File: src/rtl/context_scheduler.sv
// context_scheduler
//
// Per-cycle issue scheduler for a multi-context core. Every cycle it picks
// one runnable context with rotating round-robin priority. The choice goes
// to the fetch stage as a registered one-hot grant plus its binary ID. It
// also tracks per-context sleeps. A timed sleep counts down by itself. An
// untimed sleep lasts until an external wake.
//
// Ports:
//   clk           clock, all state updates on the rising edge
//   rst           synchronous active-high reset
//   ctx_enable    N-bit mask of contexts allowed to run
//   stall         pipeline cannot take a new issue; grant registers hold
//   block_valid   put context block_id to sleep
//   block_id      context to block
//   block_cycles  sleep length in cycles; 0 means sleep until woken
//   wake_valid    wake context wake_id
//   wake_id       context to wake
//   issue_valid   registered: a context is granted
//   issue_onehot  registered one-hot grant, zero when idle
//   issue_id      registered binary grant, zero when idle
//   sleeping      registered per-context sleep flags

`ifndef LEN_CONTEXT_ID
`define LEN_CONTEXT_ID 2
`endif

module context_scheduler #(
  parameter int LEN_CONTEXT_ID = `LEN_CONTEXT_ID,
  parameter int LEN_WAIT       = 4,
  localparam int N             = 1 << LEN_CONTEXT_ID
) (
  input  logic                      clk,
  input  logic                      rst,
  input  logic [N-1:0]              ctx_enable,
  input  logic                      stall,
  input  logic                      block_valid,
  input  logic [LEN_CONTEXT_ID-1:0] block_id,
  input  logic [LEN_WAIT-1:0]       block_cycles,
  input  logic                      wake_valid,
  input  logic [LEN_CONTEXT_ID-1:0] wake_id,
  output logic                      issue_valid,
  output logic [N-1:0]              issue_onehot,
  output logic [LEN_CONTEXT_ID-1:0] issue_id,
  output logic [N-1:0]              sleeping
);

  logic [N-1:0]              last_grant;
  logic [LEN_WAIT-1:0]       cnt [N];

  logic [N-1:0]              blk_mask;
  logic [N-1:0]              elig;
  logic [LEN_CONTEXT_ID-1:0] last_idx;
  logic [LEN_CONTEXT_ID-1:0] probe_idx;
  logic [LEN_CONTEXT_ID-1:0] win_idx;
  logic [N-1:0]              win_onehot;
  logic                      found;

  // Eligibility and round-robin winner selection. A context being blocked
  // this cycle is masked out right away. That way it is never granted in
  // the same cycle it goes to sleep. The search starts one past the last
  // grant and wraps naturally through the LEN_CONTEXT_ID-bit index
  // arithmetic. The last probe lands back on the previous winner itself.
  always_comb begin
    blk_mask = '0;
    if (block_valid) blk_mask[block_id] = 1'b1;
    elig = ctx_enable & ~sleeping & ~blk_mask;

    last_idx = '0;
    for (int i = 0; i < N; i++) begin
      if (last_grant[i]) last_idx = last_idx | i[LEN_CONTEXT_ID-1:0];
    end

    found     = 1'b0;
    win_idx   = '0;
    probe_idx = '0;
    for (int k = 1; k <= N; k++) begin
      probe_idx = last_idx + k[LEN_CONTEXT_ID-1:0];
      if (!found && elig[probe_idx]) begin
        found   = 1'b1;
        win_idx = probe_idx;
      end
    end

    win_onehot = '0;
    win_onehot[win_idx] = found;
  end

  // Grant registers. A stall freezes both the presented grant and the
  // rotation pointer. When nothing is eligible the outputs go idle, but the
  // pointer keeps its position so the rotation resumes where it left off.
  always_ff @(posedge clk) begin
    if (rst) begin
      issue_valid  <= 1'b0;
      issue_onehot <= '0;
      issue_id     <= '0;
      last_grant   <= {1'b1, {(N-1){1'b0}}};
    end else if (!stall) begin
      if (found) begin
        issue_valid  <= 1'b1;
        issue_onehot <= win_onehot;
        issue_id     <= win_idx;
        last_grant   <= win_onehot;
      end else begin
        issue_valid  <= 1'b0;
        issue_onehot <= '0;
        issue_id     <= '0;
      end
    end
  end

  // Per-context sleep state. It runs regardless of stall. A block beats a
  // wake to the same context. A block with zero cycles leaves cnt at 0, so
  // the countdown branch never fires and only a wake ends that sleep. A
  // timed sleep clears on the edge where the counter goes 1 -> 0.
  always_ff @(posedge clk) begin
    if (rst) begin
      sleeping <= '0;
      for (int i = 0; i < N; i++) cnt[i] <= '0;
    end else begin
      for (int i = 0; i < N; i++) begin
        if (block_valid && block_id == i[LEN_CONTEXT_ID-1:0]) begin
          sleeping[i] <= 1'b1;
          cnt[i]      <= block_cycles;
        end else if (wake_valid && wake_id == i[LEN_CONTEXT_ID-1:0]) begin
          sleeping[i] <= 1'b0;
          cnt[i]      <= '0;
        end else if (sleeping[i] && cnt[i] != '0) begin
          cnt[i] <= cnt[i] - LEN_WAIT'(1);
          if (cnt[i] == LEN_WAIT'(1)) sleeping[i] <= 1'b0;
        end
      end
    end
  end

endmodule

File: config.mk
export PLATFORM = sky130hd
export DESIGN_NAME = context_scheduler
export DESIGN_NICKNAME = d
export VERILOG_FILES = /design/src/rtl/context_scheduler.sv
export SDC_FILE = /design/constraint.sdc
export NUM_CORES = 1
export LEC_CHECK = 0
export CORE_UTILIZATION = 57
export CTS_CLUSTER_DIAMETER = 50
export DETAILED_ROUTE_END_ITERATION = 8
export DONT_BUFFER_PORTS = 1
export HOLD_SLACK_MARGIN = 0.08
export PLACE_DENSITY_LB_ADDON = 0.08
export SLEW_MARGIN = 25
export SYNTH_ARGS = -nofsm -noshare
export SYNTH_HDL_FRONTEND = slang
export SYNTH_SLANG_ARGS = --single-unit
File: constraint.sdc
create_clock -name clk -period 2 [get_ports clk]
set_input_delay 0.2 -clock clk [delete_from_list [all_inputs] [get_ports clk]]
set_output_delay 0.2 -clock clk [all_outputs]
set_load 0.05 [all_outputs]
# After elaboration in Yosys (flattened, before gate mapping)
# Memory sizes are Yosys's and may differ from the RTL's.
# Index checks and enable logic that the tools add are counted.
dict set report totals {
  ff_bits 15
  mem_bits_rw 16
  n_memories 1
}
# name words word_bits read_ports rd_clocked_by_memory_dff write_ports line_no
set memory_table {}
lappend memory_table {cnt 4 4 4 0 4 49} ;# logic [LEN_WAIT-1:0] cnt [N];
dict set report op_classes {
  addsub 7
  n_lt_le_gt_ge 8
  eq_ne 10
  n_mux 105
  n_bitwise 18
  reduce_logical 39
}
# operator n
set ops {}
lappend ops {{$mux W1} 78}
lappend ops {{$mux W4} 14}
lappend ops {{$reduce_bool A3 Y1} 8}
lappend ops {{$lt A2 B3 Y1 const B} 6}
lappend ops {{$logic_and A1 B1 Y1} 17}
lappend ops {{$eq A4 B1 Y1 const B} 4}
lappend ops {{$reduce_bool A4 Y1} 4}
lappend ops {{$sub A4 B1 Y4 const B} 4}
lappend ops {{$mux W2} 7}
lappend ops {{$and A4 B4 Y4} 3}
lappend ops {{$or A1 B1 Y1} 12}
lappend ops {{$reduce_and A2 Y1} 5}
lappend ops {{$bmux W1 S2} 4}
lappend ops {{$eq A2 B2 Y1 const B} 4}
lappend ops {{$not A4 Y4} 2}
lappend ops {{$add A2 B2 Y2 const B} 2}
lappend ops {{$demux W1 S2} 2}
lappend ops {{$eq A2 B1 Y1 const B} 2}
lappend ops {{$ge A2 B1 Y1 const B} 2}
lappend ops {{$logic_not A2 Y1} 2}
lappend ops {{$logic_not A1 Y1} 3}
lappend ops {{$add A2 B1 Y2 const B} 1}
lappend ops {{$not A1 Y1} 1}

# Logic depth before layout (Yosys ltp)
dict set report depth {
  word_depth 25
  mapped_depth 7
}

# Worst setup path after synthesis
# No wires, ideal clock.
dict set report synth_path {
  path_type {flip-flop to flip-flop}
  startpoint {register sleeping[1]}
  endpoint {register issue_onehot[2]}
  setup_ns 0.075
  arrival_time_ns 2.258
  setup_slack_ns -0.332
  path_stages_with_launch 7
  n_path_buf 0
  path_cell_list {dfxtp_1 and2b_1 a22oi_1 nor2_1 mux2_4 or4_4 o22ai_2}
}
dict set report synth_between {
  elab_chain_len 21
}
# item line_no
set synth_lines {}
lappend synth_lines {{start, declared} 45} ;# output logic [N-1:0] sleeping
lappend synth_lines {{start signal, assigned} 118} ;# sleeping <= '0;
lappend synth_lines {{start signal, assigned by index} 123} ;# sleeping[i] <= 1'b1;
lappend synth_lines {{start signal, assigned by index} 126} ;# sleeping[i] <= 1'b0;
lappend synth_lines {{$not A4 Y4 (*)} 67} ;# elig = ctx_enable & ~sleeping & ~blk_mask;
lappend synth_lines {{$and A4 B4 Y4 (*) (2 in a row)} 67}
lappend synth_lines {{$bmux W1 S2} 79} ;# if (!found && elig[probe_idx]) begin
lappend synth_lines {{$mux W1 (implied by the code)} 79}
lappend synth_lines {{$mux W1} 79}
lappend synth_lines {{$logic_not A1 Y1} 79}
lappend synth_lines {{$logic_and A1 B1 Y1} 79}
lappend synth_lines {{$mux W1} 79}
lappend synth_lines {{[... 4 more ...]} --}
lappend synth_lines {{$logic_and A1 B1 Y1} 79}
lappend synth_lines {{$mux W2} 79}
lappend synth_lines {{$lt A2 B3 Y1 (implied by the code) / $ge A2 B1 Y1 (equally long branches)} 86} ;# win_onehot[win_idx] = found;
lappend synth_lines {{$logic_and A1 B1 Y1 (implied by the code)} 86}
lappend synth_lines {{$mux W1 (implied by the code)} 86}
lappend synth_lines {{$demux W1 S2} 86}
lappend synth_lines {{$and A4 B4 Y4 (no source line)} --}
lappend synth_lines {{$mux W4 (*)} 99} ;# if (found) begin
lappend synth_lines {{end signal, assigned} 101} ;# issue_onehot <= win_onehot;
lappend synth_lines {{end, declared} 43} ;# output logic [N-1:0] issue_onehot,
# Every way passes the cells marked *; elsewhere a longest branch is shown, timed or not. The select of a mux whose other input is x is not followed.
# A chain may end at the register's enable or synchronous reset.

# Final worst setup path
dict set report layout_path {
  startpoint {register sleeping[0]}
  endpoint {register issue_onehot[2]}
}
# The elaborated chain is that of the path after synthesis.

==> key figures <==
CTS
  • CTS tree: done
  • Worst-path clk slew: 0.10 ns
  • Clock root buffer: clkbuf_4
  • H-tree levels: 2
  • Cts-stage hold buffer count: 7
  • CTS buffer count: 5
  • Max Root-Sink Buffers: 2
  • Worst-Skew Late Latency: 0.33 ns
  • CTS Sinks: 30

Status
  • Status: finished, violations left
  • Failing checks: negative hold slack, negative setup slack

Synth
  • Cells after synthesis: 233
  • EDFF count, synth: 16
  • Synth cell types: 57
  • Synth top area cells: edfxtp_1, dfxtp_1, nor2_1, ha_1, a22oi_1
  • Sequential share of the synthesized area: 36.9%
  • Syn Area/Cell: 8.86 um^2
  • Synth Register Bits: 30
  • Syn Nets: 258
  • Area leader, netlist: edfxtp_1
  • Mapped cell area: 2060 um^2
  • Synth async-reset ratio: 0%
  • Synth Warn #: 0
  • Most common flop cell mapped by yosys: edfxtp_1
  • Yosys top cell area share: 23.3%

Setup path
  • Crit path launch: sleeping[0]
  • FF-to-FF Start: sleeping[0]
  • FF-to-FF path depth: 6
  • WP buf/inv: 0
  • CP max FO: 3
  • Reg2reg setup slack: -0.01 ns
  • CP arrival: 2.28 ns
  • Max incr delay on CP: 0.53 ns
  • Setup crit end kind: flip-flop
  • Critical-path cell list: and2b_2 > nand3_4 > a32oi_2 > mux2_4 > or4_4 > o22ai_2
  • Critical path class: flip-flop to flip-flop
  • Worst Setup Start Kind: flip-flop
  • Crit path max-delay family: simple AND/OR/NAND/NOR gates
  • Worst r2r dst: issue_onehot[2]
  • Critical-path top delay cell: or4_4
  • Critical path data required time: 2.27 ns

Floorplan
  • Row Count: 21
  • Initial core utilization: 60.9%
  • Core Footprint: 3390 um^2
  • Die H: 62.2 um
  • Die Wd: 62.2 um
  • Die Area: 3860 um^2
  • Num ports: 28

STA
  • Final min period: 2.01 ns
  • Max-slew headroom: 64.2%
  • Final hold vios: 5
  • Final worst setup slack: -0.00974 ns
  • Period utilization: 100%
  • Worst Tran Pin Value: 0.536 ns
  • Pins Over Slew Limit: 0
  • Count of final setup violators: 1
  • Layout Skew: 0.00451 ns
  • Achievable frequency: 498 MHz
  • Final hold slack: -0.0722 ns
  • RSZ-0062 raised after global routing: yes

Route
  • WL per Instance: 17.8 um
  • Vias per cell: 6.33
  • Drt total wl: 5580 um
  • DR iter-0 viols: 150
  • Vias: 1,980
  • Drt pass-1 iters: 7
  • DRC: 0
  • Routed Antenna Nets: 0

Layout
  • Final net count: 291
  • Diodes inserted: 0
  • P&R area growth vs syn: 21.7%
  • Design Area, Final: 2510 um^2
  • Share of layout cells above drive strength 1: 27.3%
  • Core Util, Final: 74.1%

Place
  • Final GP Congestion: 0.900
  • IO Port Bufs: 0
  • DP Wirelength: 4110 um
  • Dpl cell area: 2280 um^2

GRT
  • Initial antenna violation count: 0
  • Met3 Use GR: 8.82%
  • Busiest grt layer: met2
  • Largest net degree at the start of global routing: 30
  • Met1 Usage GRT: 34.6%
  • GR Layer Usage met2: 47.8%
  • Gr ovfl total: 0
  • All-Layer GR Usage: 29.5%
  • Vias in the first global route: 1,940
  • Global-route wire length before repair: 8910 um

Min path
  • Hold_sp: rst
  • Hold Path Class: input port to flip-flop
  • Hold Path End: issue_valid
  • WHS Path Cells: 1

Power
  • Leakage: 1.02 nW
  • Peak VDD IR: 0.687 mV
  • Overall power: 1.79 mW
  • PD cells: 713 nW/um^2

Flow run
  • Max-Cap Viols: 0
[report_power, final]
group	total (mW)	internal (mW)	switching, mW
Clock	0.460	0.240	0.219
Combinational	0.521	0.243	0.278
Sequential	0.809	0.708	0.101
[through the flow]
stage	TNS, ns	hold WS [ns]	cells	setup WS (ns)
global route	-0.0950	-0.0918	313	-0.0591
floorplan	-0.0765	0.387	233	-0.0433
global placement	-0.0147	0.269	295	-0.0121
detailed placement	-0.236	0.271	295	-0.0846
finish	-0.00974	-0.0722	313	-0.00974
CTS	-0.0174	-0.0806	311	-0.0174
[synthesized netlist by cell type (all sizes together), types with 3 or more instances]
| master | number |
|---|---|
| nand3b | 9 |
| nand2 | 14 |
| a22oi | 10 |
| nand3 | 15 |
| inv | 12 |
| clkbuf | 3 |
| and3 | 4 |
| ha | 8 |
| nand2b | 6 |
| a21boi | 3 |
| nor3 | 6 |
| a21oi | 14 |
| nor2 | 30 |
| or2 | 3 |
| dfxtp | 14 |
| xor2 | 4 |
| o31ai | 3 |
| buf | 8 |
| xnor2 | 5 |
| and2b | 3 |
| edfxtp | 16 |
| o21ai | 7 |
[cells in the final DEF (no fill, tap or decap), drive strengths merged, types with 2 or more instances in the layout]
master	instances
or3b	2
nor2b	2
a21oi	14
nand3	15
o31ai	3
nand3b	9
a41o	2
o2bb2ai	2
and2b	3
or3	2
and3	4
ha	8
nor2	30
edfxtp	16
inv	12
xor2	4
clkbuf	8
nand2	14
dfxtp	14
o211ai	2
dlygate4sd3	7
a21boi	3
a211o	2
nor4	2
o21ai	7
nor3	6
xnor2	5
nand2b	6
buf	30
or2	3
o311ai	2
and3b	2
nor3b	2
a22oi	10
[per-layer routing]
metal,up-vias,wire length [um]
met3,20,449
met5,-,0
li1,925,-
met2,104,2670
met1,931,2240
met4,0,214
[registers in the layout (all words and copies together) (netlist names)]
signal / count
issue_onehot: 4
issue_id: 2
cnt: 16
sleeping: 4
last_grant: 3
issue_valid: 1
[how the worst max path moves through the flow]
| stage | endpoint | slack (ns) | cells after the start |
|---|---|---|---|
| finish | issue_onehot[2] | -0.01 | 6 |
| global route | issue_onehot[2] | -0.06 | 6 |
| CTS | issue_onehot[2] | -0.02 | 6 |
| detailed placement | issue_onehot[2] | -0.08 | 6 |
| global placement | last_grant[1] | -0.01 | 7 |
| floorplan | issue_onehot[2] | -0.04 | 6 |
[logic make-up after synthesis]
kind of cell,after synthesis,synth area share [%]
AOI/OAI and AO/OA,59,21.0
xor gates and xnor gates,9,3.82
adders and majority gates,8,4.85
buffers and inverters,23,5.40
DFF,30,36.9
muxes,1,0.728
and+or+nand+nor,103,27.3
[cell type report]
| class | instances | area, um^2 |
|---|---|---|
| clock buffer | 8 | 78.8 |
| fill | 234 | 878 |
| inverter | 12 | 45.0 |
| multi-input combinational | 180 | 1260 |
| sequential | 30 | 777 |
| tap | 46 | 57.6 |
| timing repair buffer | 37 | 295 |
[what timing repair did]
item                                   4_1_cts  5_1_grt
pin swaps                                    2        5
setup endpoints to repair                    8        9
buffers inserted                             1        2
endpoints found under the hold margin       26       19
cloned                                       0        0
resized for setup                            5       12
Note: power is estimated with default switching activity, not from simulation.
